--- src/rtl/cla_serial_subtractor_if.sv ---
// Handshake and operand/result bundle for the digit-serial CLA subtractor.
// The master issues start/a/b; the slave returns busy/done and the result.
interface cla_serial_subtractor_if #(
  parameter int WIDTH = 16
);
  logic             start;
  logic [WIDTH-1:0] a;
  logic [WIDTH-1:0] b;
  logic             busy;
  logic             done;
  logic [WIDTH-1:0] diff;
  logic             borrow;
  logic             ovf;

  modport master (output start, a, b, input busy, done, diff, borrow, ovf);
  modport slave  (input start, a, b, output busy, done, diff, borrow, ovf);
endinterface

--- src/rtl/cla_serial_subtractor.sv ---
// Digit-serial two's-complement subtractor: a - b computed as a + ~b + 1,
// one 4-bit lookahead slice per clock, least-significant slice first.
module cla_serial_subtractor #(
  parameter int WIDTH = 16
) (
  input logic                     clk,
  input logic                     rst,
  cla_serial_subtractor_if.slave  io_sub
);
  localparam int NSLICE = WIDTH / 4;
  localparam int IDXW   = (NSLICE > 1) ? $clog2(NSLICE) : 1;
  localparam logic [IDXW-1:0] LAST_IDX = IDXW'(NSLICE - 1);

  typedef enum logic [1:0] {
    S_IDLE = 2'd0,
    S_RUN  = 2'd1,
    S_DONE = 2'd2
  } state_t;

  state_t           r_state;
  state_t           w_state_nxt;
  logic [WIDTH-1:0] r_opa;
  logic [WIDTH-1:0] r_opb;
  logic [WIDTH-1:0] r_diff;
  logic [IDXW-1:0]  r_idx;
  logic             r_carry;
  logic             r_busy;
  logic             r_done;
  logic             r_borrow;
  logic             r_ovf;
  logic [3:0]       w_g;
  logic [3:0]       w_p;
  logic [3:0]       w_c;
  logic [3:0]       w_sum;
  logic             w_last;

  // Flat lookahead carries c0..c3 of one 4-bit slice, no ripple between bits.
  function automatic logic [3:0] cla4_carries(input logic [3:0] g,
                                              input logic [3:0] p,
                                              input logic       cin);
    logic [3:0] c;
    c[0] = g[0] | (p[0] & cin);
    c[1] = g[1] | (p[1] & g[0]) | (p[1] & p[0] & cin);
    c[2] = g[2] | (p[2] & g[1]) | (p[2] & p[1] & g[0]) | (p[2] & p[1] & p[0] & cin);
    c[3] = g[3] | (p[3] & g[2]) | (p[3] & p[2] & g[1]) | (p[3] & p[2] & p[1] & g[0])
         | (p[3] & p[2] & p[1] & p[0] & cin);
    return c;
  endfunction

  assign w_g    = r_opa[{r_idx, 2'b00} +: 4] & r_opb[{r_idx, 2'b00} +: 4];
  assign w_p    = r_opa[{r_idx, 2'b00} +: 4] ^ r_opb[{r_idx, 2'b00} +: 4];
  assign w_c    = cla4_carries(w_g, w_p, r_carry);
  assign w_sum  = w_p ^ {w_c[2:0], r_carry};
  assign w_last = (r_idx == LAST_IDX);

  // State register.
  always_ff @(posedge clk or posedge rst) begin
    if (rst) begin
      r_state <= S_IDLE;
    end else begin
      r_state <= w_state_nxt;
    end
  end

  // Next-state logic; start is only honoured in IDLE.
  always_comb begin
    w_state_nxt = r_state;
    case (r_state)
      S_IDLE: begin
        if (io_sub.start) begin
          w_state_nxt = S_RUN;
        end else begin
          w_state_nxt = S_IDLE;
        end
      end
      S_RUN: begin
        if (w_last) begin
          w_state_nxt = S_DONE;
        end else begin
          w_state_nxt = S_RUN;
        end
      end
      S_DONE:  w_state_nxt = S_IDLE;
      default: w_state_nxt = S_IDLE;
    endcase
  end

  // Operand capture, per-slice datapath and registered result/status outputs.
  always_ff @(posedge clk or posedge rst) begin
    if (rst) begin
      r_opa    <= '0;
      r_opb    <= '0;
      r_diff   <= '0;
      r_idx    <= '0;
      r_carry  <= 1'b0;
      r_busy   <= 1'b0;
      r_done   <= 1'b0;
      r_borrow <= 1'b0;
      r_ovf    <= 1'b0;
    end else begin
      // done trails the DONE state by one edge so it aligns with the settled result
      r_done <= (r_state == S_DONE);
      case (r_state)
        S_IDLE: begin
          if (io_sub.start) begin
            r_opa   <= io_sub.a;
            r_opb   <= ~io_sub.b;
            r_carry <= 1'b1;
            r_idx   <= '0;
            r_busy  <= 1'b1;
          end
        end
        S_RUN: begin
          r_diff[{r_idx, 2'b00} +: 4] <= w_sum;
          r_carry <= w_c[3];
          r_idx   <= r_idx + IDXW'(1);
          if (w_last) begin
            r_borrow <= ~w_c[3];
            r_ovf    <= (r_opa[WIDTH-1] != ~r_opb[WIDTH-1]) & (w_sum[3] != r_opa[WIDTH-1]);
            r_busy   <= 1'b0;
          end
        end
        default: begin
          r_busy <= 1'b0;
        end
      endcase
    end
  end

  assign io_sub.busy   = r_busy;
  assign io_sub.done   = r_done;
  assign io_sub.diff   = r_diff;
  assign io_sub.borrow = r_borrow;
  assign io_sub.ovf    = r_ovf;
endmodule
--- src/flat_wrapper.sv ---
// flat-port wrapper written by rule: the top's interface ports become plain ports
module cla_serial_subtractor_flat 
#(
  parameter int WIDTH = 16
)
  (clk, rst, io_sub_start, io_sub_a, io_sub_b, io_sub_busy, io_sub_done, io_sub_diff, io_sub_borrow, io_sub_ovf);
  cla_serial_subtractor_if #(.WIDTH(WIDTH)) io_sub_i ();
  input logic clk;
  input logic rst;
  input wire logic [$bits(io_sub_i.start)-1:0] io_sub_start;
  input wire logic [$bits(io_sub_i.a)-1:0] io_sub_a;
  input wire logic [$bits(io_sub_i.b)-1:0] io_sub_b;
  output wire logic [$bits(io_sub_i.busy)-1:0] io_sub_busy;
  output wire logic [$bits(io_sub_i.done)-1:0] io_sub_done;
  output wire logic [$bits(io_sub_i.diff)-1:0] io_sub_diff;
  output wire logic [$bits(io_sub_i.borrow)-1:0] io_sub_borrow;
  output wire logic [$bits(io_sub_i.ovf)-1:0] io_sub_ovf;
  assign io_sub_i.start = io_sub_start;
  assign io_sub_i.a = io_sub_a;
  assign io_sub_i.b = io_sub_b;
  assign io_sub_busy = io_sub_i.busy;
  assign io_sub_done = io_sub_i.done;
  assign io_sub_diff = io_sub_i.diff;
  assign io_sub_borrow = io_sub_i.borrow;
  assign io_sub_ovf = io_sub_i.ovf;
  cla_serial_subtractor #(.WIDTH(WIDTH)) u_core (.clk(clk), .rst(rst), .io_sub(io_sub_i));
endmodule
--- config.mk ---
export PLATFORM = sky130hd
export DESIGN_NAME = cla_serial_subtractor_flat
export DESIGN_NICKNAME = d
export VERILOG_FILES = /design/src/rtl/cla_serial_subtractor_if.sv /design/src/rtl/cla_serial_subtractor.sv /design/src/flat_wrapper.sv
export SDC_FILE = /design/constraint.sdc
export NUM_CORES = 1
export LEC_CHECK = 0
export CORE_MARGIN = 2
export CORE_UTILIZATION = 27
export CTS_BUF_LIST = sky130_fd_sc_hd__clkbuf_4 sky130_fd_sc_hd__clkbuf_8 sky130_fd_sc_hd__clkbuf_16
export CTS_CLUSTER_SIZE = 20
export DETAILED_ROUTE_END_ITERATION = 12
export PLACE_DENSITY = 0.6
export SYNTH_ARGS = -nofsm -noshare
export SYNTH_HDL_FRONTEND = slang
export SYNTH_SLANG_ARGS = --single-unit
--- constraint.sdc ---
create_clock -name clk -period 3.1 [get_ports clk]
set_input_delay 0.465 -clock clk [delete_from_list [all_inputs] [get_ports clk]]
set_output_delay 0.465 -clock clk [all_outputs]
set_load 0.005 [all_outputs]
# --- Yosys cells after proc, flatten, opt, wreduce, memory -nomap -nowiden ---
# Index checks and enable logic that the tools add are counted.
classes:
  addsub: 2
  eq_ne: 7
  shift: 4
  muxes: 10
  bitwise_logic: 33
  reduce_logical: 6
op_table:
  columns: ["cell", "count"]
  rows:
  - ["16-bit by 5-bit indexed part select with 4-bit output", 2]
  - ["1-bit AND", 17]
  - ["16-bit bitwise mux", 1]
  - ["16-bit NOT", 1]
  - ["4-bit by 6-bit variable shift with 16-bit output (first input constant)", 1]
  - ["4-bit by 6-bit indexed part select with 16-bit output", 1]
  - ["1-bit bitwise OR", 10]
  - ["2-bit one-hot mux with 2 select lines", 2]
  - ["2-bit AND reduction", 4]
  - ["4-bit XOR", 2]
  - ["4-bit negator with 6-bit output", 1]
  - ["4-bit AND", 1]
  - ["2-bit equality test (second input constant)", 2]
  - ["2-bit 2-to-1 mux", 2]
  - ["1-bit one-hot mux with 2 select lines", 2]
  - ["1-bit 2-to-1 mux", 3]
  - ["2-bit by 1-bit adder with 2-bit output (second input constant)", 1]
  - ["2-bit by 1-bit equality test with 1-bit output (second input constant)", 1]
  - ["2-bit logical NOT", 1]
  - ["1-bit inequality test", 2]
  - ["2-bit by 1-bit inequality test with 1-bit output (second input constant)", 1]
  - ["2-bit inequality test (second input constant)", 1]
  - ["1-bit NOT", 2]
  - ["2-bit nonzero test", 1]
totals:
  register_bits: 57
  inputBits: 35
  out_inout_bits: 20

# --- Logic depth before layout (Yosys ltp) ---
depth:
  word_depth: 9
  mapped_depth: 7

# --- Worst setup path before layout ---
# No wires, ideal clock.
synth_path:
  path_type: "register to register"
  from: "register u_core.r_idx[0]"
  to: "register u_core.r_ovf, in the netlist u_core.io_sub.ovf"
  setup_ns: 0.124
  arrival_time_ns: 2.423
  setup_slack_ns: 0.553
  stages_incl_launch_ff: 8
  path_buffers: 1
  path_cell_list: "dfrtp_1 > buf_2 > mux4_2 > ha_1 > a21o_1 > and4_4 > o31a_1 > a211o_1"
synth_via:
  elab_chain_len: 9
  elab_cells_between_ends: 17
synth_rtl:
  columns: ["element", "line", "text"]
  rows:
  - ["start: declaration", "cla_serial_subtractor.sv:25", "logic [IDXW-1:0] r_idx;"]
  - ["start signal: assignment", "cla_serial_subtractor.sv:116", "r_idx <= r_idx + IDXW'(1);"]
  - ["16-bit by 5-bit indexed part select with 4-bit output", "cla_serial_subtractor.sv:50, cla_serial_subtractor.sv:51", null]
  - ["4-bit XOR or 4-bit AND (tied branches)", "cla_serial_subtractor.sv:51, cla_serial_subtractor.sv:50", null]
  - ["1-bit AND", "cla_serial_subtractor.sv:44", "c[2] = g[2] | (p[2] & g[1]) | (p[2] & p[1] & g[0]) | (p[2] & p[1] & p[0] & cin);"]
  - ["1-bit bitwise OR or 1-bit AND (tied branches) (2 in series)", "cla_serial_subtractor.sv:44", null]
  - ["1-bit bitwise OR", "cla_serial_subtractor.sv:44", null]
  - ["4-bit XOR", "cla_serial_subtractor.sv:53", "assign w_sum = w_p ^ {w_c[2:0], r_carry};"]
  - ["1-bit inequality test", "cla_serial_subtractor.sv:119", "r_ovf <= (r_opa[WIDTH-1] != ~r_opb[WIDTH-1]) & (w_sum[3] != r_opa[WIDTH-1]);"]
  - ["1-bit AND", "cla_serial_subtractor.sv:119", null]
  - ["end signal: assignment", "cla_serial_subtractor.sv:119", null]
  - ["end: declaration", "cla_serial_subtractor.sv:30", "logic r_ovf;"]
# Several ways; a longest one is shown, not always the timed one.
# A chain may end at the register's enable or synchronous reset.

# --- Worst setup path in the final report ---
# Same ends and word-level chain as after synthesis.

==> results.yml <==
timing:
  worst_slew_pin_slew_ns: 0.6082
  setup_viol_count_final: 0
  max_clock_freq_ghz: 0.3764
  final-hold-violation-count: 0
  finalMaxSlewViolations: 0
  period_needed_ns: 2.656
  fin_ws_ns: 0.4435
  finClkSkew_ns: 0.01335
  finalCritPeriodShare_pct: 85.69
  grt_setup_unrepaired: "false"
  tns_ns: 0
  slew_headroom_pct: 59.39
worst_setup_path:
  cp_slowest_cell: "dfrtp_1"
  cp_num_buf_inv: 0
  cp_cell_sequence: "mux4_2 -> ha_1 -> a21o_1 -> and4_4 -> o31a_1 -> a211o_1"
  worstSetupPathType: "reg2reg"
  cp.required_ns: 3.33
  reg2reg_setup_slack_ns: 0.44
  startpoint_type: "flip-flop"
  cp_max_fo: 9
  reg2reg_depth: 6
  crit_arrival_ns: 2.89
  worstSetupEndpointType: "flip-flop"
  cpLargestDelayFamily: "compound AO/OA/AOI/OAI gates"
  cp_num_cells: 6
  slowest_delay_ns: 0.66
final_layout:
  antenna_cells: 0
  multi_input_area_um2: 1120
  seqCellArea_um2: 1426
  final_nets: 320
  fillers: 920
  drive_above_1_share_pct: 18.28
  finish.utilization_pct: 38.27
  syn_to_final_growth_pct: 36.83
global_route:
  grt_pass1_wl_um: 9687
  antenna_found_initial: 0
  grt_pass1_vias: 1938
  overflow: 0
  grt_max_degree: 53
  gr-usage-all-layers_pct: 12.40
die:
  core_um2: 9328
  num_io_pins: 55
  start_util_pct: 27.97
  dieHeight_um: 102.3
  die-area_um2: 10460
  rows: 35
  fp.dieW_um: 102.3
route:
  first_iter_violations: 76
  drcViolationCount: 0
  post_drt_wl_per_cell_um: 13.88
  ant_nets: 0
  vias_per_cell: 4.458
  vias: 1819
  routed_wl_um: 5665
  first_pass_iters: 4
placed_design:
  pre_cts_ws_ns: 0.4202
  io_buffers: 54
  routabilityCongestion: 0.8244
  dp_hpwl_um: 4111
clock_network:
  clkLatencyLatePin_ns: 0.35
  htreeDepth: 3
  root_buffer: "clkbuf_8"
  hold_buffers: 0
  cts_buffer_depth: 2
  cts_setup_buffers: 0
  cts_resized: 0
  clk_pin_slew_ns: 0.07
  clock_sinks: 57
  cts_tree: "built"
  cts_made_buffers: 9
synthesis:
  synth_seq_cells: 57
  yosysWarningCount: 0
  synth_area_um2: 2609
  synth-seq-area-share_pct: 54.68
  synthesis.nets: 257
  syn_inst: 211
  ys_types: 36
  synth.avg_cell_area_um2: 12.36
min_path:
  hold_path_class: "reg2reg"
  holdPathStages: 2
pwr:
  power.share.clock_pct: 21.7
  pwr-share-comb_pct: 48.3
  pwr_density_cell_nw_per_um2: 1196
  vdd_drop_max_mv: 0.5340
  power.internal_mw: 2.675
  switchingPower_mw: 1.594
  seqPwrFrac_pct: 30.1
  sw_frac_of_total_pct: 37.34
  power_leakage_nw: 1.486
flow_run:
  cap_violations: 0
status:
  run_status: "finished, final reports clean"
-- area by class of cell --
type,instances,share of cell area [%]
clock buffer,10,3.680
clock inverter,6,3.645
inverter,6,0.6309
multi-input combinational,141,31.37
sequential,57,39.96
tap,129,4.522
timing repair buffer,59,16.19
-- synth_stat cells --
library cell / number / area (um^2)
nand3_1: 1 / 5.000
nor2_1: 22 / 82.58
o31a_1: 1 / 8.760
nand3b_1: 1 / 7.510
a32o_1: 1 / 10.01
a21oi_1: 19 / 95.09
inv_1: 6 / 22.52
a22o_1: 8 / 70.07
nor3_1: 2 / 10.01
o41ai_1: 2 / 17.52
o22ai_1: 1 / 6.260
ha_1: 10 / 125.1
a21o_1: 1 / 7.510
o21bai_1: 2 / 15.01
o31ai_1: 3 / 22.52
dfrtp_1: 57 / 1426
nand2_1: 15 / 56.30
nand2b_1: 2 / 12.51
fa_1: 1 / 20.02
and2b_2: 1 / 8.760
nor2b_1: 3 / 18.77
o21ai_0: 6 / 30.03
a211o_1: 1 / 8.760
and2_1: 1 / 6.260
mux2_2: 17 / 191.4
a211oi_1: 1 / 7.510
buf_4: 2 / 15.01
mux4_2: 8 / 180.2
and4_4: 1 / 11.26
xnor2_1: 2 / 17.52
nor3_2: 1 / 10.01
nand4_1: 3 / 18.77
o21a_1: 1 / 7.510
nor3b_4: 1 / 18.77
buf_2: 5 / 25.02
or3_1: 2 / 12.51
-- layout by cell type (no fill, tap or decap), types with 2 or more instances in the layout --
cell / synthesis / routed
a21oi_1: 19 / 19
a22o_1: 8 / 8
buf_4: 2 / 5
bufinv_16: 0 / 4
clkbuf_8: 0 / 9
clkdlybuf4s50_1: 0 / 54
clkinv_2: 0 / 2
dfrtp_1: 57 / 57
ha_1: 10 / 10
inv_1: 6 / 5
mux2_2: 17 / 17
mux4_2: 8 / 8
nand2_1: 15 / 15
nand2b_1: 2 / 2
nand4_1: 3 / 3
nor2_1: 22 / 22
nor2b_1: 3 / 3
nor3_1: 2 / 2
o21ai_0: 6 / 6
o21bai_1: 2 / 2
o31ai_1: 3 / 3
o41ai_1: 2 / 2
or3_1: 2 / 2
xnor2_1: 2 / 2
-- logic make-up after synthesis --
kind of cell,Yosys count,synth area share (%)
flip-flops,57,54.68
AND/OR/NAND/NOR,56,10.70
AO/OA/AOI/OAI,47,11.75
multiplexers,25,14.24
buffers and inverters,13,2.398
adder cells (fa/ha/maj),11,5.564
XOR/XNOR,2,0.6716
-- power by group through the flow --
stage | combinational, mW | clock, mW | sequential [mW]
after floorplan | 1.44 | 0 | 1.22
after global placement | 2.02 | 0 | 1.30
after detailed placement | 2.08 | 0 | 1.30
after CTS | 2.09 | 0.950 | 1.29
after global routing | 2.32 | 0.989 | 1.34
final | 2.06 | 0.926 | 1.28
-- worst paths after layout --
kind / startpoint / endpoint
min in group asynchronous: rst / u_core.r_opa[0]
setup reg to reg: u_core.r_idx[0] / u_core.io_sub.ovf
max in group asynchronous: rst / u_core.io_sub.diff[7]
hold / removal: u_core.io_sub.diff[4] / u_core.io_sub.diff[4]
setup / recovery: u_core.r_idx[0] / u_core.io_sub.ovf
hold reg to reg: u_core.io_sub.diff[4] / u_core.io_sub.diff[4]
-- per-stage QoR --
| step | hold WS (ns) | cell area (um^2) | total power [mW] | std cells |
|---|---|---|---|---|
| final | 0.4807 | 3570 | 4.269 | 408 |
| after global routing | 0.5193 | 3570 | 4.651 | 408 |
| after CTS | 0.4889 | 3570 | 4.334 | 408 |
| after detailed placement | 0.4729 | 3308 | 3.385 | 392 |
| after global placement | 0.4739 | 3308 | 3.324 | 392 |
| after floorplan | 0.4673 | 2609 | 2.663 | 211 |
-- worst min-delay path: stages, from the launching register on --
cell     delay, ns
dfrtp_1       0.34
nand2_1       0.05
o41ai_1       0.05
-- per-layer routing --
layer	vias up	wire (um)	global-route usage (%)
li1	888	-	-
met1	879	2642	16.28
met2	45	2675	18.72
met3	7	286	4.720
met4	0	60	4.615
met5	-	0	0
-- state kept, by name (all words and copies together), names as in the netlist --
register / flops
u_core.r_carry: 1
u_core.io_sub.borrow: 1
u_core.io_sub.done: 1
u_core.r_idx: 2
u_core.r_opa: 16
u_core.r_state: 2
u_core.r_opb: 16
u_core.io_sub.diff: 16
u_core.io_sub.ovf: 1
u_core.io_sub.busy: 1
No activity file was read; power rests on OpenSTA's default activity.
